`config.mk`:
```
export PLATFORM = sky130hd
export DESIGN_NAME = cordic_polar_to_rect
export DESIGN_NICKNAME = d
export VERILOG_FILES = /design/src/rtl/cordic_polar_to_rect.sv
export SDC_FILE = /design/constraint.sdc
export NUM_CORES = 1
export LEC_CHECK = 0
export CORE_MARGIN = 1
export CORE_UTILIZATION = 55
export DETAILED_ROUTE_END_ITERATION = 8
export PLACE_DENSITY_LB_ADDON = 0.25
export SETUP_SLACK_MARGIN = 0.02
export SLEW_MARGIN = 20
export SYNTH_ARGS = -nofsm -noshare
export SYNTH_HDL_FRONTEND = slang
export SYNTH_SLANG_ARGS = --single-unit
```
`constraint.sdc`:
```
create_clock -name clk -period 12 [get_ports clk]
set_input_delay 2.4 -clock clk [delete_from_list [all_inputs] [get_ports clk]]
set_output_delay 2.4 -clock clk [all_outputs]
set_load 0.02 [all_outputs]
```
`src/rtl/cordic_polar_to_rect.sv`:
```
// Iterative CORDIC rotator: polar (r, theta) in, signed cartesian (x, y) out.
// One micro-rotation per clock, start/done handshake.
// Optional build macro: CORDIC_ROUND_EN selects round-half-up on the final
// scale-down; without it the final scale-down truncates toward -infinity.
//
// state  | meaning
// -------+-------------------------------------------------------------
// IDLE   | waiting for start; x_out/y_out hold the last result
// ROTATE | one CORDIC stage per clock on x/y/z, iter counts stages
// FINISH | scale, quadrant-map and register result; done pulses next
module cordic_polar_to_rect #(
    parameter int ITER  = 8,
    parameter int OUT_W = 10
) (
    input  logic                    clk,
    input  logic                    rst_n,
    input  logic                    start,
    input  logic [7:0]              r,
    input  logic [7:0]              theta,
    output logic                    busy,
    output logic                    done,
    output logic signed [OUT_W-1:0] x_out,
    output logic signed [OUT_W-1:0] y_out
);

    typedef enum logic [1:0] {
        IDLE   = 2'd0,
        ROTATE = 2'd1,
        FINISH = 2'd2
    } state_t;

    localparam logic [2:0] LAST_ITER = 3'(ITER - 1);

    state_t             state;
    state_t             state_nxt;
    logic [1:0]         quad;
    logic [2:0]         iter;
    logic signed [11:0] x_reg;
    logic signed [11:0] y_reg;
    logic signed [15:0] z_reg;

    logic [16:0]        r_prod;
    logic signed [11:0] x_init;
    logic signed [15:0] z_init;
    logic signed [11:0] x_sh;
    logic signed [11:0] y_sh;
    logic signed [11:0] x_rot;
    logic signed [11:0] y_rot;
    logic signed [15:0] z_rot;
    logic signed [12:0] x_ext;
    logic signed [12:0] y_ext;
    logic signed [10:0] xs;
    logic signed [10:0] ys;
    logic signed [10:0] x_map;
    logic signed [10:0] y_map;

    // atan(2^-i) with 16384 = 90 degrees
    function automatic logic signed [15:0] atan_lut(input logic [2:0] idx);
        case (idx)
            3'd0:    atan_lut = 16'sd8192;
            3'd1:    atan_lut = 16'sd4836;
            3'd2:    atan_lut = 16'sd2555;
            3'd3:    atan_lut = 16'sd1297;
            3'd4:    atan_lut = 16'sd651;
            3'd5:    atan_lut = 16'sd326;
            3'd6:    atan_lut = 16'sd163;
            default: atan_lut = 16'sd81;
        endcase
    endfunction

    // Pre-scale r by 1/K (311/128) so the rotation gain lands back on r,
    // keeping 2 fractional bits; phase within the quadrant goes into z.
    assign r_prod = 17'(r) * 17'd311;
    assign x_init = 12'(r_prod >> 7);
    assign z_init = {2'b00, theta[5:0], 8'h00};

    assign busy = (state != IDLE);

    // State register
    always_ff @(posedge clk or negedge rst_n) begin
        if (!rst_n) begin
            state <= IDLE;
        end else begin
            state <= state_nxt;
        end
    end

    // Next-state decode
    always_comb begin
        state_nxt = state;
        case (state)
            IDLE:    if (start) state_nxt = ROTATE;
            ROTATE:  if (iter == LAST_ITER) state_nxt = FINISH;
            FINISH:  state_nxt = IDLE;
            default: state_nxt = IDLE;
        endcase
    end

    // One CORDIC micro-rotation, direction chosen by the sign of z
    always_comb begin
        x_sh = x_reg >>> iter;
        y_sh = y_reg >>> iter;
        if (!z_reg[15]) begin
            x_rot = x_reg - y_sh;
            y_rot = y_reg + x_sh;
            z_rot = z_reg - atan_lut(iter);
        end else begin
            x_rot = x_reg + y_sh;
            y_rot = y_reg - x_sh;
            z_rot = z_reg + atan_lut(iter);
        end
    end

    // Drop the 2 fractional bits, then rotate into the requested quadrant
    always_comb begin
`ifdef CORDIC_ROUND_EN
        x_ext = {x_reg[11], x_reg} + 13'sd2;
        y_ext = {y_reg[11], y_reg} + 13'sd2;
`else
        x_ext = {x_reg[11], x_reg};
        y_ext = {y_reg[11], y_reg};
`endif
        xs = 11'(x_ext >>> 2);
        ys = 11'(y_ext >>> 2);
        x_map = xs;
        y_map = ys;
        case (quad)
            2'd1: begin x_map = -ys; y_map = xs;  end
            2'd2: begin x_map = -xs; y_map = -ys; end
            2'd3: begin x_map = ys;  y_map = -xs; end
            default: ;
        endcase
    end

    // Datapath registers and result/done outputs
    always_ff @(posedge clk or negedge rst_n) begin
        if (!rst_n) begin
            quad  <= '0;
            iter  <= '0;
            x_reg <= '0;
            y_reg <= '0;
            z_reg <= '0;
            done  <= 1'b0;
            x_out <= '0;
            y_out <= '0;
        end else begin
            done <= 1'b0;
            case (state)
                IDLE: begin
                    if (start) begin
                        quad  <= theta[7:6];
                        x_reg <= x_init;
                        y_reg <= '0;
                        z_reg <= z_init;
                        iter  <= '0;
                    end
                end
                ROTATE: begin
                    x_reg <= x_rot;
                    y_reg <= y_rot;
                    z_reg <= z_rot;
                    iter  <= iter + 3'd1;
                end
                FINISH: begin
                    x_out <= OUT_W'(x_map);
                    y_out <= OUT_W'(y_map);
                    done  <= 1'b1;
                end
                default: ;
            endcase
        end
    end

endmodule

```
==> impl.org <==
** Final layout
- The area growth from synthesis to layout is 9.80%.
- After the last flow step, the layout net total stands at ~1.1k.
- Max reg flops :: 16
- The post-route netlist has 5.65% of its cells at a drive strength greater than 1.
- For this run, the number of standard cells in the final layout without fillers is 1135.
- Final antenna diode count :: 0

** Timing
- Of the available clock period, the critical path in the final layout requires 58.5%.
- At the pin with the least slew margin, the transition time is 0.956 ns.
- Setup repair after global routing left no endpoint under its margin.
- For the finished layout, the period the worst path requires is 7.03 ns.
- The max-slew violation count came to 0.
- Adding up every negative setup slack in the final design gives 0 ns.
- In this run the tightest slew margin relative to its limit is a little over a third.
- Timing would allow up to 0.142 GHz.
- The count of endpoints failing hold in the final timing report came to 0.
- Clock tree skew after final layout :: ~0.005 ns
- Total setup violations reported at the end of the flow :: 0

** Synthesis
- By area, the combinational part of the netlist is dominated by adder cells.
- Cell Area, Synth :: 7890 sq um
- Share of the synthesized netlist area taken by xor and xnor gates :: 8.55%
- Mux contribution to synthesized area :: 8.49%
- Among all flip-flop cells after synthesis, the most frequent one is sky130_fd_sc_hd__dfrtp_1.
- Yosys mapped a number of flops with a built-in enable equal to 0.
- Main area contributors after synthesis :: sky130_fd_sc_hd__dfrtp_1 22%, sky130_fd_sc_hd__ha_1 14%, sky130_fd_sc_hd__xnor2_1 5.4%, sky130_fd_sc_hd__fa_1 5.3%, sky130_fd_sc_hd__o21ai_0 4.6%
- The synthesized design devotes to its leading area cell type 21.6% of total area.
- Synth unique cells :: 64
- Share of synthesized area occupied by flip-flops and latches :: 21.6%
- Asr flop ratio synth :: 100%
- The cell count after synthesis came out at 947.
- Summing the areas of all compound-gate instances in the mapped netlist gives 18.0% of the synthesized area.
- Yosys top cell by area :: sky130_fd_sc_hd__dfrtp_1
- Each instance of the synthesized netlist takes up on average approximately 8.3 sq um.
- For this run, the number of Yosys warnings is 0.
- Post-synthesis share of cell area spent on and, or, nand and nor gates :: about 17%
- Number of nets produced by synthesis :: between 1k and 1.5k
- After Yosys synthesis, full adders, half adders and majority gates account for approximately a fifth of the synthesized area.
- The synthesized design contains 68 register bits.

** GRT
- Initial antenna violation count :: 0
- Global-route wire length before repair :: 30100 um
- Via count of the first global-routing pass :: 6262
- Maximum number of pins on one net before global-route repair :: around 70
- The total overflow left after global routing is 0.
- Global routing consumed, over all layers together, between 20 and 30% of the routing resources.

** Critical path
- The largest single stage delay on the critical path is 0.59 ns.
- Largest fanout on the critical path :: 5
- Startpoint kind of the worst setup timing path :: input pin
- Endpoint kind of the worst setup timing path :: flop
- Start-to-end type of the worst setup path :: input pin to flop
- Ordered list of cells on the worst path :: clkdlybuf4s50_1 > fa_1 > inv_1 > fa_1 > inv_1 > fa_1 > inv_1 > fa_1 > inv_1 > ha_1 > nor4_1 > a21oi_1 > a311oi_1 > o21ai_0 > a31oi_1 > o21bai_1 > a211oi_1 > a211oi_1
- At the worst endpoint, the required time is around 12 ns.
- On the critical path, the stage with the largest delay is an instance of sky130_fd_sc_hd__fa_1.
- Arrival time reported for the critical path endpoint :: just over 7 ns

** Clock network
- TritonCTS built the clock tree.
- Number of buffers on the longest clock path :: 2
- Later-pin clock latency in the skew report :: 0.35 ns
- After clock tree synthesis, the flow added hold-fix buffers numbering 0.
- Clock input transition at the sequential cells of the worst setup and hold paths :: 0.06 ns
- After clock tree synthesis, the setup repair step added 0 buffers.
- Buffers inserted during clock tree synthesis total 9.
- Clock tree synthesis found a total of 68 sinks.
- The clock tree synthesis step divided the H-tree into 3 levels.
- The root buffer cell chosen for the clock tree is sky130_fd_sc_hd__clkbuf_16.
- Resized Gates After CTS :: 0

** Route
- DR iter-0 viols :: 370
- Total wire length after detailed routing :: 17600 um
- After detailed routing, the average wire length per cell comes to around 15 um.
- The count of nets left with antenna violations once routing finished came out at 0.
- DR pass1 iterations :: 5
- Routed vias/inst :: 5.87
- Residual DRC count :: 0
- Across all layers, the routed design uses roughly 6.7k vias.

** Place
- In this run the tool buffered the top-level ports with 40 buffer cells.
- Global placement routability congestion :: 0.933
- Detailed placement finished with a half-perimeter wire length of 12800 um.
- Once placement completed, the tool counted placed cells totaling 1119.

** Die
- Site row count :: 43
- From left edge to right edge, the die measures 122 um.
- For this design the top-level I/O count stands at 41.
- The total area inside the core boundary comes to 13900 sq um.
- Initial core utilization :: between 50 and 60%
- The die is 122 um tall.
- The floorplan step defined a die boundary enclosing 14800 sq um.

** Run status
- The flow ran to the end, and the final reports show no timing, DRC or antenna violations.

** Min path
- Classification of the worst-slack hold path :: flop to flop

** Flow run
- Max-cap viol count :: 0
## Yosys cell counts (11+ instances only)
| master | count |
|---|---|
| sky130_fd_sc_hd__ha_1 | 90 |
| sky130_fd_sc_hd__inv_1 | 82 |
| sky130_fd_sc_hd__nand2_1 | 81 |
| sky130_fd_sc_hd__o21ai_0 | 73 |
| sky130_fd_sc_hd__dfrtp_1 | 68 |
| sky130_fd_sc_hd__nor2_1 | 66 |
| sky130_fd_sc_hd__a21oi_1 | 57 |
| sky130_fd_sc_hd__xnor2_1 | 49 |
| sky130_fd_sc_hd__clkbuf_1 | 41 |
| sky130_fd_sc_hd__nand3_1 | 28 |
| sky130_fd_sc_hd__xor2_1 | 28 |
| sky130_fd_sc_hd__mux2i_1 | 23 |
| sky130_fd_sc_hd__nor3_1 | 22 |
| sky130_fd_sc_hd__fa_1 | 21 |
| sky130_fd_sc_hd__a31oi_1 | 20 |
| sky130_fd_sc_hd__nand2b_1 | 17 |
| sky130_fd_sc_hd__mux4_2 | 13 |
| sky130_fd_sc_hd__nor2b_1 | 13 |
| sky130_fd_sc_hd__o31ai_1 | 11 |
| sky130_fd_sc_hd__or3_1 | 11 |
## cell families (layout without fill, tap and decap cells)
family | Yosys count | in the layout
AO/OA/AOI/OAI | 232 | 232
XOR/XNOR | 77 | 77
adder cells (fa/ha/maj) | 111 | 111
buffers and inverters | 140 | 148
flip-flops | 68 | 68
multiplexers | 46 | 46
AND/OR/NAND/NOR | 273 | 273
## cell type report
type | instances | area, sq um
clock buffer | 9 | 225
inverter | 82 | 308
timing repair buffer | 50 | 470
multi-input combinational | 739 | 5630
clock inverter | 7 | 101
tap | 180 | 225
fill | 1233 | 5270
sequential | 68 | 1700
## per-layer routing
metal / wire, um / global-route usage, % / up-vias
li1: - / - / 3333
met5: 0 / 0 / -
met2: 8170 / 41.6 / 144
met3: 903 / 4.54 / 31
met4: 384 / 9.26 / 0
met1: 8100 / 34.8 / 3151
## metrics by stage
| stage | hold WS (ns) | setup slack, ns | area (sq um) | utilization (%) |
|---|---|---|---|---|
| final | 0.473 | 4.97 | 8660 | 62.2 |
| after global routing | 0.505 | 4.66 | 8660 | 62.2 |
| after CTS | 0.482 | 4.97 | 8660 | 62.1 |
| after detailed placement | 0.469 | 4.62 | 8330 | 59.8 |
| after global placement | 0.458 | 4.71 | 8330 | 59.8 |
| after floorplan | 0.456 | 5.51 | 7890 | - |
## worst max-delay path, delay by kind of cell
family	cells	cell delay, ns
buf+inv	5	0.75
simple gates	1	0.23
fa+ha+maj	5	2.31
compound gates	7	1.53
## placed cells by master (no fill, tap or decap), drive strengths merged, types with 6 or more instances in the layout
cell type	count
and3	7
o31ai	11
mux4	15
a211oi	10
a22oi	7
a21o	6
and2	6
dfrtp	68
nor4	6
ha	90
nand3	28
or3	11
o21ai	79
nor2b	13
buf	11
a21oi	57
nor2	66
inv	82
mux2	8
nand2b	17
mux2i	23
xor2	28
nor3	22
xnor2	49
or2	6
a31oi	20
nand2	81
fa	21
clkbuf	9
clkdlybuf4s50	39
## path summary, 6_finish.rpt
| path | endpoint | startpoint | cells past startpoint | slack [ns] |
|---|---|---|---|---|
| max in group asynchronous | iter[0]$_DFFE_PN0P_ | rst_n | 2 | 9.17 |
| worst max register to register | y_reg[10]$_DFFE_PN0P_ | iter[0]$_DFFE_PN0P_ | 12 | 7.59 |
| worst min register to register | x_out[2]$_DFFE_PN0P_ | x_out[2]$_DFFE_PN0P_ | 2 | 0.47 |
| worst max-delay path | x_reg[9]$_DFFE_PN0P_ | r[5] | 18 | 4.97 |
| min in group asynchronous | x_out[1]$_DFFE_PN0P_ | rst_n | 2 | 2.26 |
| worst min-delay path | x_out[2]$_DFFE_PN0P_ | x_out[2]$_DFFE_PN0P_ | 2 | 0.47 |
Power is not shown: default switching activity piles up to over one toggle a cycle in this logic, so the estimate is an artifact.
